[src/rtl/pa_seq_ctrl.sv]
// pa_seq_ctrl: multi-channel PA power sequencer behind a valid/ready bus.
// Per channel: CTRL/TARGET/SETTLE/STATUS regs plus a wake/ramp/rampdown FSM.
module pa_seq_ctrl #(
  parameter int DATA_W    = 32,
  parameter int N_CH      = 2,
  parameter int MODE_W    = 2,
  parameter int LVL_W     = 4,
  parameter int STEP_LOG2 = 3,
  localparam int CH_W     = (N_CH > 1) ? $clog2(N_CH) : 1
) (
  input  logic                    clk,
  input  logic                    rst_n,
  input  logic                    valid,
  input  logic [CH_W+1:0]         address,
  input  logic [DATA_W-1:0]       wdata,
  input  logic                    wstrb,
  output logic [DATA_W-1:0]       rdata,
  output logic                    ready,
  output logic [N_CH-1:0]         pd,
  output logic [N_CH*MODE_W-1:0]  mode,
  output logic [N_CH*LVL_W-1:0]   level,
  output logic                    busy
);

  typedef enum logic [2:0] {
    S_OFF  = 3'd0,
    S_WAKE = 3'd1,
    S_RAMP = 3'd2,
    S_ON   = 3'd3,
    S_RDN  = 3'd4
  } st_e;

  logic [CH_W-1:0]      ch;
  logic [1:0]           rsel;
  logic                 ch_ok;
  logic                 acc;
  logic [DATA_W-1:0]    rd_val;

  logic                 en_r   [N_CH];
  logic [MODE_W-1:0]    mode_r [N_CH];
  logic [LVL_W-1:0]     tgt_r  [N_CH];
  logic [7:0]           set_r  [N_CH];

  st_e                  st_q   [N_CH];
  st_e                  st_d   [N_CH];
  logic [LVL_W-1:0]     lvl_q  [N_CH];
  logic [LVL_W-1:0]     lvl_d  [N_CH];
  logic [7:0]           cnt_q  [N_CH];
  logic [7:0]           cnt_d  [N_CH];
  logic [STEP_LOG2-1:0] psc_q  [N_CH];
  logic [STEP_LOG2-1:0] psc_d  [N_CH];

  assign ch    = address[CH_W+1:2];
  assign rsel  = address[1:0];
  assign ch_ok = int'(ch) < N_CH;
  assign acc   = valid && !ready;

  always_comb begin
    rd_val = '0;
    for (int c = 0; c < N_CH; c++) begin
      if (ch_ok && ch == CH_W'(c)) begin
        unique case (rsel)
          2'd0:    rd_val[MODE_W:0]  = {mode_r[c], en_r[c]};
          2'd1:    rd_val[LVL_W-1:0] = tgt_r[c];
          2'd2:    rd_val[7:0]       = set_r[c];
          default: rd_val[LVL_W+2:0] = {lvl_q[c], st_q[c]};
        endcase
      end
    end
  end

  always_ff @(posedge clk or negedge rst_n) begin
    if (!rst_n) begin
      ready <= 1'b0;
      rdata <= '0;
      for (int c = 0; c < N_CH; c++) begin
        en_r[c]   <= 1'b0;
        mode_r[c] <= '0;
        tgt_r[c]  <= '0;
        set_r[c]  <= '0;
      end
    end else begin
      ready <= acc;
      rdata <= acc ? rd_val : '0;
      for (int c = 0; c < N_CH; c++) begin
        if (acc && wstrb && ch_ok && ch == CH_W'(c)) begin
          unique case (rsel)
            2'd0: begin
              mode_r[c] <= wdata[MODE_W:1];
              en_r[c]   <= wdata[0];
            end
            2'd1:    tgt_r[c] <= wdata[LVL_W-1:0];
            2'd2:    set_r[c] <= wdata[7:0];
            default: ;
          endcase
        end
      end
    end
  end

  // WAKE lasts max(1,SETTLE) cycles; steps fire when the prescaler wraps
  always_comb begin
    for (int c = 0; c < N_CH; c++) begin
      st_d[c]  = st_q[c];
      lvl_d[c] = lvl_q[c];
      cnt_d[c] = cnt_q[c];
      unique case (st_q[c])
        S_OFF: begin
          lvl_d[c] = '0;
          if (en_r[c]) begin
            st_d[c]  = S_WAKE;
            cnt_d[c] = set_r[c];
          end
        end
        S_WAKE: begin
          if (!en_r[c])
            st_d[c] = S_OFF;
          else if (cnt_q[c] <= 8'd1)
            st_d[c] = S_RAMP;
          else
            cnt_d[c] = cnt_q[c] - 8'd1;
        end
        S_RAMP: begin
          if (!en_r[c])
            st_d[c] = S_RDN;
          else if (lvl_q[c] == tgt_r[c])
            st_d[c] = S_ON;
          else if (&psc_q[c])
            lvl_d[c] = (lvl_q[c] < tgt_r[c]) ? lvl_q[c] + 1'b1
                                             : lvl_q[c] - 1'b1;
        end
        S_ON: begin
          if (!en_r[c])
            st_d[c] = S_RDN;
          else if (tgt_r[c] != lvl_q[c])
            st_d[c] = S_RAMP;
        end
        S_RDN: begin
          if (en_r[c])
            st_d[c] = S_RAMP;
          else if (lvl_q[c] == '0)
            st_d[c] = S_OFF;
          else if (&psc_q[c]) begin
            lvl_d[c] = lvl_q[c] - 1'b1;
            if (lvl_q[c] == LVL_W'(1))
              st_d[c] = S_OFF;
          end
        end
        default: begin
          st_d[c]  = S_OFF;
          lvl_d[c] = '0;
        end
      endcase
      psc_d[c] = ((st_d[c] == S_RAMP || st_d[c] == S_RDN) &&
                  st_d[c] != st_q[c]) ? '0 : psc_q[c] + 1'b1;
    end
  end

  always_ff @(posedge clk or negedge rst_n) begin
    if (!rst_n) begin
      for (int c = 0; c < N_CH; c++) begin
        st_q[c]  <= S_OFF;
        lvl_q[c] <= '0;
        cnt_q[c] <= '0;
        psc_q[c] <= '0;
      end
    end else begin
      for (int c = 0; c < N_CH; c++) begin
        st_q[c]  <= st_d[c];
        lvl_q[c] <= lvl_d[c];
        cnt_q[c] <= cnt_d[c];
        psc_q[c] <= psc_d[c];
      end
    end
  end

  always_comb begin
    pd    = '0;
    mode  = '0;
    level = '0;
    busy  = 1'b0;
    for (int c = 0; c < N_CH; c++) begin
      pd[c] = (st_q[c] == S_OFF);
      mode[c*MODE_W +: MODE_W] = mode_r[c];
      level[c*LVL_W +: LVL_W]  = lvl_q[c];
      busy = busy | (st_q[c] == S_WAKE) |
             (st_q[c] == S_RAMP) | (st_q[c] == S_RDN);
    end
  end

endmodule
[config.mk]
export PLATFORM = sky130hd
export DESIGN_NAME = pa_seq_ctrl
export DESIGN_NICKNAME = d
export VERILOG_FILES = /design/src/rtl/pa_seq_ctrl.sv
export SDC_FILE = /design/constraint.sdc
export NUM_CORES = 1
export LEC_CHECK = 0
export BUFFER_PORTS_ARGS = -buffer_cell sky130_fd_sc_hd__buf_2
export CORE_UTILIZATION = 50
export DETAILED_ROUTE_END_ITERATION = 10
export MAX_ROUTING_LAYER = met4
export PLACE_DENSITY = 0.79
export SLEW_MARGIN = 5
export SYNTH_ARGS = -nofsm -noshare
export SYNTH_HDL_FRONTEND = slang
export SYNTH_SLANG_ARGS = --single-unit
[constraint.sdc]
create_clock -name clk -period 2.2 [get_ports clk]
set_clock_uncertainty 0.1 [all_clocks]
set_input_delay 0.44 -clock clk [delete_from_list [all_inputs] [get_ports clk]]
set_output_delay 0.44 -clock clk [all_outputs]
set_load 0.005 [all_outputs]
# ---- Word-level counts from Yosys, hierarchy flattened
# Cells that the tools add are included.
dict set report totals {
  regBits 75
  inputBits 39
  word_cells 170
}
dict set report op_classes {
  add_sub_neg 8
  magnitude_cmp 4
  n_eq_ne 40
  mux 61
  bitwise_logic 8
  n_reduce_logical 31
}
# op count
set op_table {}
lappend op_table {{3-bit two-way mux} 24}
lappend op_table {{8-bit two-way mux} 9}
lappend op_table {{4-bit two-way mux} 14}
lappend op_table {{2-bit != test, second input constant} 16}
lappend op_table {{8-bit case mux with 2 select lines} 2}
lappend op_table {{3-bit case mux with 5 select lines} 2}
lappend op_table {{4-bit case mux with 3 select lines} 2}
lappend op_table {{3-bit by 2-bit equality test with 1-bit output, second input constant} 6}
lappend op_table {{3-bit case mux with 3 select lines} 2}
lappend op_table {{8-bit by 1-bit less-or-equal comparator with 1-bit output, second input constant} 2}
lappend op_table {{8-bit by 1-bit subtractor with 8-bit output, second input constant} 2}
lappend op_table {{7-bit AND reduction} 2}
lappend op_table {{3-bit equality test, second input constant} 4}
lappend op_table {{3-bit case mux with 2 select lines} 2}
lappend op_table {{2-bit AND reduction} 6}
lappend op_table {{4-bit by 1-bit adder with 4-bit output, second input constant} 2}
lappend op_table {{4-bit by 1-bit equality test with 1-bit output, second input constant} 2}
lappend op_table {{4-bit equality test} 2}
lappend op_table {{4-bit logical NOT} 2}
lappend op_table {{4-bit < comparator} 2}
lappend op_table {{4-bit != test} 2}
lappend op_table {{4-bit AND reduction} 2}
lappend op_table {{4-bit by 1-bit subtractor with 4-bit output, second input constant} 2}
lappend op_table {{3-bit by 1-bit adder with 3-bit output, second input constant} 2}
lappend op_table {{other kinds (17)} 39}

# ---- Logic depth before layout (Yosys ltp)
# Gate-level depths: netlist (run 1).
dict set report logic_depth {
  depth_word 10
  ltp_mapped 8
  depth_no_buf 8
}

# ---- Worst setup path before layout (run 1)
# OpenSTA, ideal clock, no wires.
dict set report synth_timing {
  kind {register to register}
  start {register lvl_q (netlist bit level[0])}
  end {register lvl_q (netlist bit level[3])}
  setup_time_ps 120
  arrival_ps 1732
  t_required_ps 1980
  setup_slack_ps 249
  path_stages_with_launch 9
  period_less_slack_ps 1951
  path_cell_list {dfrtp_1 inv_1 ha_1 nand4_1 nand4b_1 a2bb2oi_4 mux2i_1 o31ai_1 a31o_1}
}
dict set report synth_between {
  elab_chain_len 6
  word_cells_on_any_way 16
}
# element line
set synth_rtl {}
lappend synth_rtl {{start, declared} 46} ;# logic [LVL_W-1:0] lvl_q [N_CH];
lappend synth_rtl {{start signal, assigned by index} 170} ;# lvl_q[c] <= lvl_d[c];
lappend synth_rtl {{4-bit by 1-bit subtractor with 4-bit output (tied with other cells)} {130, 144}}
lappend synth_rtl {{4-bit two-way mux} 129} ;# lvl_d[c] = (lvl_q[c] < tgt_r[c]) ? lvl_q[c] + 1'b1
lappend synth_rtl {{4-bit two-way mux} 128} ;# else if (&psc_q[c])
lappend synth_rtl {{4-bit two-way mux} 126} ;# else if (lvl_q[c] == tgt_r[c])
lappend synth_rtl {{4-bit two-way mux} 124} ;# if (!en_r[c])
lappend synth_rtl {{4-bit case mux with 3 select lines} 107} ;# unique case (st_q[c])
# Parallel ways exist; a longest one is shown, timed or not. The select of a mux whose other input is x is not followed.
# A chain may end at the register's enable or synchronous reset.

# ---- Worst setup path in the final report (run 1)
dict set report layout_timing {
  start {register st_q[5] in the netlist's numbering}
  end {output port busy}
}
dict set report layout_between {
  elab_chain_len 6
  word_cells_on_any_way 8
}
# element line
set layout_rtl {}
lappend layout_rtl {{start, declared} 44} ;# st_e st_q [N_CH];
lappend layout_rtl {{start signal, assigned by index} 169} ;# st_q[c] <= st_d[c];
lappend layout_rtl {{3-bit by 1-bit equality test with 1-bit output or 3-bit by 2-bit equality test with 1-bit output (tied branches)} {186, 187}}
lappend layout_rtl {{1-bit bitwise OR} 186} ;# busy = busy | (st_q[c] == S_WAKE) |
lappend layout_rtl {{1-bit bitwise OR (*)} 187} ;# (st_q[c] == S_RAMP) | (st_q[c] == S_RDN);
lappend layout_rtl {{1-bit bitwise OR (*) (2 in a row)} 186}
lappend layout_rtl {{1-bit bitwise OR (*)} 187}
lappend layout_rtl {{end, declared} 22} ;# output logic busy
# Mark *: on every way between the ends. The rest lies on a longest branch, timed or not.

==> impl_metrics.tcl, run 1 <==
set metrics [dict create \
    cts_tree "built" \
    cts_buffer_depth 2 \
    synthMuxAreaShare 0.1382 \
    gp_congestion 0.8887 \
    grt_max_degree 34 \
    first_iter_violations 227 \
    layout-drive-gt1-share 0.2913 \
    setup_slack_ns 0.06168 \
    synthAdderAreaFrac 0.06247 \
    power.leakage_uw 0.002432 \
    fin_crit_sh 0.9720 \
    yosysTopAreaCell "dfrtp_1" \
    insertion_delay_ns 0.37 \
    crit_path_end_kind "output port" \
    yosysSeqAreaShare 0.4074 \
    clk_pin_slew_ns 0.09 \
    wl_per_cell_microns 17.01 \
    hold_end "set_r[13]$_DFFE_PN0P_" \
    seq_area_sq_um 1884 \
    wirelength_microns 10480 \
    worstMarginPinSlew_ns 0.5027 \
    die_w_microns 97.99 \
    drtPass1Iterations 7 \
    pre_cts_slack_ns 0.1151 \
    fillers 722 \
    cp.arrival_ns 1.60 \
    holdPathStages 2 \
    grt_setup_unrepaired "yes" \
    synth_xor_area_frac 0.005703 \
    fmax_mhz 467.7 \
    syn_inst 445 \
    track_usage 0.2409 \
    numCtsBuffers 9 \
    synth_top_flop_cell "dfrtp_1" \
    ys_warn_count 0 \
    holdWs_ns 0.2188 \
    hold_class "input port to flop" \
    postRouteAntennaNets 0 \
    drc 8 \
    irDropWorstVdd_mv 0.5270 \
    hp-start "wdata[5]" \
    num_rows 34 \
    critical_path_required_ns 1.66 \
    grt_overflow 0 \
    fin_area_sq_um 5200 \
    setup_viol 0 \
    fin_nets 565 \
    setup_tns_ns 0 \
    vias_per_cell 5.844 \
    core_sq_um 8806 \
    maxSlewHeadroom 0.6641 \
    critPathMaxFanout 8 \
    timing.rr.end "level[3]$_DFFE_PN0P_" \
    ff2ff_setup_slack_ns 0.09 \
    final_core_util 0.5905 \
    grt_pass1_wl_microns 17570 \
    synth_simple_gate_area_frac 0.1559 \
    start_kind "flop" \
    io_pins 87 \
    antenna_found_initial 0 \
    ys_types 67 \
    r2r_start "level[1]$_DFFE_PN0P_" \
    synth_compound_area_frac 0.1456 \
    violations "design-rule violations" \
    cts_root_buffer "clkbuf_8" \
    grt_pass1_vias 3591 \
    ys_ff_latch 75 \
    htreeDepth 3 \
    dieArea_sq_um 9602 \
    multi_input_area_sq_um 2437 \
    path_class "flop to output port" \
    diodes 0 \
    power-per-cell-area_nw_per_um2 1063 \
    dp_hpwl_microns 7543 \
    place_area_sq_um 4891 \
    netlist_area_sq_um 4607 \
    initial_core_util 0.5232 \
    area_growth_pct 12.87 \
    synth_top_family_by_area "simple AND/OR/NAND/NOR gates" \
    syn_area_per_cell_sq_um 10.35 \
    port_buffers 38 \
    synth.top_cell.area_share 0.4074 \
    ys_top_cells_by_area "dfrtp_1, mux2_2, ha_1" \
    cts.sinks 75 \
    die_h_microns 97.99 \
    synth-edff-count 0 \
    async_flop_share 1.000 \
    worstRegToRegCells 7 \
    finalCriticalPeriod_ns 2.138 \
    hold_viol_final 0 \
    slew_viol_final 0 \
    status "complete, but fails checks" \
    drv_cap 0 \
    vias 3600 \
]
-- logic make-up after synthesis --
group,after synthesis
other cells,1
xor+xnor,3
fa+ha+maj,23
flops,75
mux,49
compound gates,104
buf+inv,67
simple gates,123
-- synth_stat cells, types with 3 or more instances --
| cell | count |
|---|---|
| buf_6 | 3 |
| nor3b_1 | 5 |
| mux2i_1 | 13 |
| nor3b_2 | 3 |
| mux4_2 | 9 |
| a31oi_1 | 4 |
| and3_1 | 5 |
| o31ai_1 | 3 |
| nor2_2 | 3 |
| mux2_2 | 27 |
| o211ai_1 | 3 |
| nand3b_1 | 3 |
| nor3_1 | 10 |
| a22oi_1 | 3 |
| xnor2_1 | 3 |
| a21oi_1 | 29 |
| ha_1 | 23 |
| buf_2 | 12 |
| buf_4 | 26 |
| o21ai_1 | 10 |
| nor2_1 | 31 |
| or3_1 | 3 |
| nor2b_1 | 5 |
| nand2_1 | 21 |
| nand3_1 | 3 |
| o22ai_1 | 6 |
| nand4_1 | 3 |
| dfrtp_1 | 75 |
| and2_1 | 8 |
| o21ai_0 | 25 |
| inv_1 | 24 |
| nand2b_1 | 4 |
-- metrics by stage --
stage	cells	power, uW
2_1_floorplan	468	3640
3_3_place_gp	592	4093
3_5_place_dp	592	4212
4_1_cts	609	5495
5_1_grt	616	5921
6_report	616	5527
-- critical path: stages (launching register included) --
cell and delay [ns]:
dfrtp_1 0.50, and2_1 0.20, or3_1 0.40, buf_2 0.14
-- final cells by class --
cell class                 count  share of cell area
sequential                    75              0.3624
timing repair buffer          66             0.08037
tap                          108             0.02599
clock buffer                  10             0.02647
multi-input combinational    326              0.4687
clock inverter                 6             0.01805
inverter                      25             0.01805
-- worst max path at each step --
stage               cells past startpoint                 start              endpoint  slack, ns
floorplan                               8  level[0]$_DFFE_PN0P_  level[3]$_DFFE_PN0P_       0.25
global placement                        7  level[1]$_DFFE_PN0P_  level[3]$_DFFE_PN0P_       0.19
detailed placement                      8  level[0]$_DFFE_PN0P_  level[3]$_DFFE_PN0P_       0.12
CTS                                     4     st_q[4]$_DFF_PN0_                  busy       0.01
global route                            4     st_q[4]$_DFF_PN0_                  busy      -0.04
finish                                  3     st_q[5]$_DFF_PN0_                  busy       0.06
-- cell usage in the layout (no fill, tap or decap), types with 23 or more instances in the layout --
cell type / count
a21oi_1: 29
buf_2: 37
buf_4: 27
conb_1: 24
dfrtp_1: 69
ha_1: 23
inv_1: 23
mux2_2: 27
nor2_1: 31
o21ai_0: 25
-- state kept, by name, indices dropped and copies added, names as in the netlist --
| register | count |
|---|---|
| rdata | 8 |
| en_r | 2 |
| mode | 4 |
| level | 8 |
| psc_q | 6 |
| tgt_r | 8 |
| st_q | 6 |
| set_r | 16 |
| cnt_q | 16 |
| ready | 1 |
-- metal layers --
layer  part of all wire  routed length, microns  vias up  track usage
met5                  0                       0        -            -
met4              0.031                     325        0       0.1026
met3              0.048                     504       30      0.04438
met2               0.47                    4948      125       0.3727
met1               0.45                    4702     1773       0.3111
li1                   -                       -     1672            -
-- power breakdown --
part / internal (uW) / switching [uW]
Combinational: 991 / 1180
Clock: 682 / 568
Sequential: 1750 / 355
Total: 3430 / 2100
-- timing repair --
action | 4_1_cts | 5_1_grt
endpoints found under the setup margin | 1 | 2
pin swaps | 0 | 1
setup buffers | 0 | 7
hold buffers | 1 | 0
endpoints found under the hold margin | 31 | 0
cloned | 0 | 0
gates resized for setup | 5 | 3
No activity file was read; power rests on OpenSTA's default activity.
==> inputs of run 2 (changes only) <==
- REMOVE_ABC_BUFFERS: unset -> 1
==> impl_metrics.tcl, run 2 (same netlist as run 1, synthesis figures left out) <==
set metrics [dict create \
    dr.max_layer_used "met4" \
    critPathMaxFanout 9 \
    htreeDepth 3 \
    grt_pass1_vias 3449 \
    dr_wl_met2_microns 4755 \
    die_w_microns 97.99 \
    final_core_util 0.5794 \
    grt_max_degree 76 \
    setup_viol 0 \
    switching_share 0.3827 \
    grt_overflow 0 \
    drc 7 \
    vias_per_cell 5.665 \
    die_h_microns 97.99 \
    core_sq_um 8806 \
    layout-drive-gt1-share 0.2774 \
    fmax_mhz 469.3 \
    place_inst 589 \
    vias 3450 \
    most-common-layout-cells "dfrtp_1, buf_2, nor2_1" \
    start_kind "flop" \
    power.internal_uw 3267 \
    grt_pass1_wl_microns 16660 \
    path_cells "xnor2_1, o22ai_1, or3_4, buf_2" \
    cts_buffer_depth 2 \
    worstRegToRegCells 7 \
    wl_met1_microns 4457 \
    critPathSlowestCell "dfrtp_2" \
    r2r_start "level[1]$_DFFE_PN0P_" \
    port_buffers 38 \
    timing.rr.end "level[3]$_DFFE_PN0P_" \
    irDropWorstVdd_mv 0.4423 \
    combPwrFrac 0.401 \
    drtPass1Iterations 8 \
    power.leakage_uw 0.002369 \
    status "complete, but fails checks" \
    fin_crit_sh 0.9686 \
    gp_congestion 0.8592 \
    num_rows 34 \
    power_uw 5291 \
    drv_cap 0 \
    postRouteAntennaNets 0 \
    initial_core_util 0.5232 \
    dp_hpwl_microns 7163 \
    first_iter_violations 172 \
    violations "design-rule violations, negative hold slack" \
    critical_path_buf_inv_count 1 \
    cp.arrival_ns 1.59 \
    diodes 0 \
    cts_root_buffer "clkbuf_8" \
    ff2ff_setup_slack_ns 0.10 \
    grt_setup_unrepaired "no" \
    antenna_found_initial 0 \
    wl_met3_microns 475 \
    io_pins 87 \
    cts.sinks 75 \
    finalCriticalPeriod_ns 2.131 \
    reg_top3 "cnt_q: 16 flops, set_r: 16 flops" \
    power-per-cell-area_nw_per_um2 1037 \
    critical_path_required_ns 1.66 \
    clk_pin_slew_ns 0.08 \
    hold_viol_final 9 \
    area_growth_pct 10.75 \
    crit_path_end_kind "output port" \
    wl_per_cell_microns 16.21 \
    final_common_cell "dfrtp_1" \
    power.clock.fraction 0.200 \
    hold_class "input port to async pin" \
    slew_viol_final 0 \
    finalNonFillerCells 609 \
    wirelength_microns 9874 \
    fin_nets 558 \
    numCtsBuffers 9 \
    postCtsHoldBufs 0 \
    max_stage_delay_ns 0.50 \
    p_sw_uw 2025 \
    insertion_delay_ns 0.35 \
    setup_tns_ns 0 \
    critPathTopFamily "flip-flops" \
    power_frac_seq 0.399 \
    dieArea_sq_um 9602 \
    cts_tree "built" \
    path_class "flop to output port" \
    track_usage 0.2266 \
    holdWs_ns -0.01853 \
]
## run 2: through the flow
| step | instance area, sq um | setup WS (ns) |
|---|---|---|
| finish | 5102 | 0.06906 |
| global route | 5102 | 0.001393 |
| CTS | 5079 | 0.007989 |
| detailed placement | 4866 | 0.1479 |
| global placement | 4866 | 0.1721 |
| floorplan | 4400 | 0.2505 |
## run 2: layer usage
layer,vias to the layer above,global-route usage
li1,1656,-
met1,1686,0.2866
met2,90,0.3646
met3,18,0.03651
met4,0,0.08858
met5,-,-
## run 2: worst max path at each step
stage | cells past startpoint | startpoint | to | slack (ns)
global placement | 7 | level[1]$_DFFE_PN0P_ | level[3]$_DFFE_PN0P_ | 0.17
CTS | 4 | st_q[4]$_DFF_PN0_ | busy | 0.008
floorplan | 8 | level[0]$_DFFE_PN0P_ | level[3]$_DFFE_PN0P_ | 0.25
finish | 4 | st_q[2]$_DFF_PN0_ | busy | 0.07
global route | 4 | st_q[2]$_DFF_PN0_ | busy | 0.001
detailed placement | 7 | level[1]$_DFFE_PN0P_ | level[3]$_DFFE_PN0P_ | 0.15
## run 2: power groups by stage
stage	registers, uW	logic, uW	clock network (uW)
2_1_floorplan	2070	1460	0
4_1_cts	2100	2100	1080
3_5_place_dp	2140	2040	0
6_report	2110	2120	1060
3_3_place_gp	2110	1970	0
5_1_grt	2160	2410	1140
## run 2: cell type report
type / instances / area (sq um)
fill: 750 / 3704
clock buffer: 10 / 127.6
sequential: 75 / 1882
timing repair buffer: 59 / 360.3
multi-input combinational: 326 / 2437
tap: 108 / 135.1
clock inverter: 6 / 66.31
inverter: 25 / 93.84
## run 2: what timing repair did
| action | in CTS | in global routing |
|---|---|---|
| buffers inserted | 2 | 2 |
| endpoints found under the setup margin | 1 | 2 |
| pin swaps | 0 | 1 |
| resized for setup | 3 | 4 |
==> inputs of run 3 (changes only) <==
- ABC_AREA: unset -> 1
==> impl_metrics.tcl, run 3 <==
set metrics [dict create \
    place_inst 744 \
    dieArea_sq_um 9635 \
    cts_tree "built" \
    htreeDepth 3 \
    insertion_delay_ns 0.35 \
    power-per-cell-area_nw_per_um2 985.5 \
    grt_pass1_vias 3872 \
    grt_overflow 0 \
    layout-drive-gt1-share 0.1468 \
    wl_met3_microns 632 \
    cts.sinks 75 \
    fmax_mhz 473.3 \
    drtPass1Iterations 11 \
    most-common-layout-cells "nand2_1, dfrtp_1, inv_1" \
    critical_path_required_ns 1.66 \
    cts_buffer_depth 2 \
    setup_viol 0 \
    grt_pass1_wl_microns 18000 \
    maxSlewHeadroom 0.6510 \
    ys_types 42 \
    multi_input_area_sq_um 2306 \
    slew_viol_final 0 \
    hold_class "input port to flop" \
    wirelength_microns 10720 \
    ys_warn_count 0 \
    seq_area_sq_um 1879 \
    dr.max_layer_used "met4" \
    netlist_area_sq_um 4623 \
    critPathMaxFanout 4 \
    ys_ff_latch 75 \
    drc 1 \
    port_buffers 38 \
    start_kind "flop" \
    syn_inst 603 \
    finalNonFillerCells 762 \
    synth-edff-count 0 \
    worstRegToRegCells 10 \
    status "complete, but fails checks" \
    finalCriticalPeriod_ns 2.113 \
    gp_congestion 0.9407 \
    irDropWorstVdd_mv 0.5408 \
    yosysTopAreaCell "dfrtp_1" \
    path_class "flop to output port" \
    initial_core_util 0.5225 \
    worstMarginPinSlew_ns 0.5195 \
    postRouteAntennaNets 0 \
    cts_root_buffer "clkbuf_8" \
    dp_hpwl_microns 8184 \
    antenna_found_initial 0 \
    hold_viol_final 0 \
    crit_path_end_kind "output port" \
    wl_met1_microns 4556 \
    cp.arrival_ns 1.57 \
    fin_nets 711 \
    async_flop_share 1.000 \
    io_pins 87 \
    num_rows 34 \
    setup_slack_ns 0.08716 \
    ff2ff_setup_slack_ns 0.28 \
    synth_top_flop_cell "dfrtp_1" \
    dr_wl_met2_microns 5386 \
    synthTopCellsByCount "nand2_1, dfrtp_1, inv_1" \
    track_usage 0.2444 \
    syn_area_per_cell_sq_um 7.667 \
    reg_top3 "cnt_q: 16 flops, set_r: 16 flops" \
    synth_most_common_cell "nand2_1" \
    power.leakage_uw 0.002689 \
    grt_max_degree 42 \
    die_w_microns 98.16 \
    ys_top_cells_by_area "dfrtp_1, nand2_1, o21ai_0" \
    fillers 793 \
    diodes 0 \
    vias 4123 \
    vias_per_cell 5.411 \
    final_common_cell "nand2_1" \
    drv_cap 0 \
    first_iter_violations 371 \
    yosysSeqAreaShare 0.4060 \
    holdPathStages 3 \
    violations "design-rule violations" \
    fin_crit_sh 0.9604 \
    die_h_microns 98.16 \
    core_sq_um 8848 \
    clk_pin_slew_ns 0.08 \
    pre_cts_slack_ns 0.3510 \
    synth.top_cell.area_share 0.4060 \
    numCtsBuffers 9 \
    wl_per_cell_microns 14.07 \
    area_growth_pct 10.50 \
]
run 3: cell types whose count changed in the layout (fill, tap and decap cells not counted), moves of 7 or more:
cell and delta:
nand2_1 +131, inv_1 +42, o21ai_0 +37, nand3_1 +28, mux2_2 -27, mux2i_1 -13, buf_4 -12, nor2_1 +12
inv_2 +9, mux4_2 -9, xor2_1 +8, and2_1 -7
run 3: routing by layer:
metal	GRT usage	vias up
li1	-	2011
met3	0.04868	16
met5	-	-
met4	0.08037	0
met1	0.2941	1971
met2	0.4117	125
run 3: cell families (layout without fill, tap and decap cells):
group,Yosys count,after routing,synth area share
flops,75,75,0.4060
buf+inv,111,139,0.1145
fa+ha+maj,23,23,0.06225
xor+xnor,11,11,0.02084
simple gates,260,260,0.2468
compound gates,122,122,0.1489
other cells,1,24,0.0008111
run 3: timing repair:
item / in CTS / in global routing
hold buffers: 1 / 0
gates resized for setup: 0 / 3
endpoints found under the setup margin: 0 / 1
setup buffers: 0 / 1
endpoints found under the hold margin: 34 / 0
run 3: final timing paths:
kind	from	end
max	st_q[4]$_DFF_PN0_	busy
min reg2reg	psc_q[3]$_DFF_PN0_	psc_q[3]$_DFF_PN0_
max in group asynchronous	rst_n	st_q[4]$_DFF_PN0_
min	valid	ready$_DFF_PN0_
max reg2reg	level[1]$_DFFE_PN0P_	level[1]$_DFFE_PN0P_
min in group asynchronous	rst_n	cnt_q[5]$_DFFE_PN0P_
run 3: report_power, final:
group / internal, uW / switching [uW] / total (uW)
Clock: 700 / 512 / 1210
Combinational: 681 / 1160 / 1840
Sequential: 1710 / 272 / 1990
run 3: area by class of cell:
class	instances	area share
clock buffers	12	0.03037
multi-input cells	440	0.4514
flip-flops and latches	75	0.3679
repair buffers	47	0.05388
well taps	108	0.02645
clock inverters	4	0.01421
inverters	76	0.05584
run 3: per-stage QoR:
step           setup TNS [ns]  power, uW  hold slack (ns)  utilization  instance area, sq um
2_1_floorplan               0       3288          0.04441            -                  4466
3_3_place_gp                0       3714           0.3203       0.5491                  4858
3_5_place_dp                0       3829           0.3244       0.5491                  4858
4_1_cts                     0       5049           0.2597       0.5759                  5096
5_1_grt              -0.01743       5440           0.2553       0.5773                  5109
6_report                    0       5035           0.2593       0.5773                  5109
run 3: critical path: stages (launching register included):
cell,delay [ns]
dfrtp_2,0.44
inv_2,0.12
nor2_1,0.07
nand2_1,0.08
nand2_1,0.11
nor2_2,0.15
nand3_1,0.11
buf_2,0.14
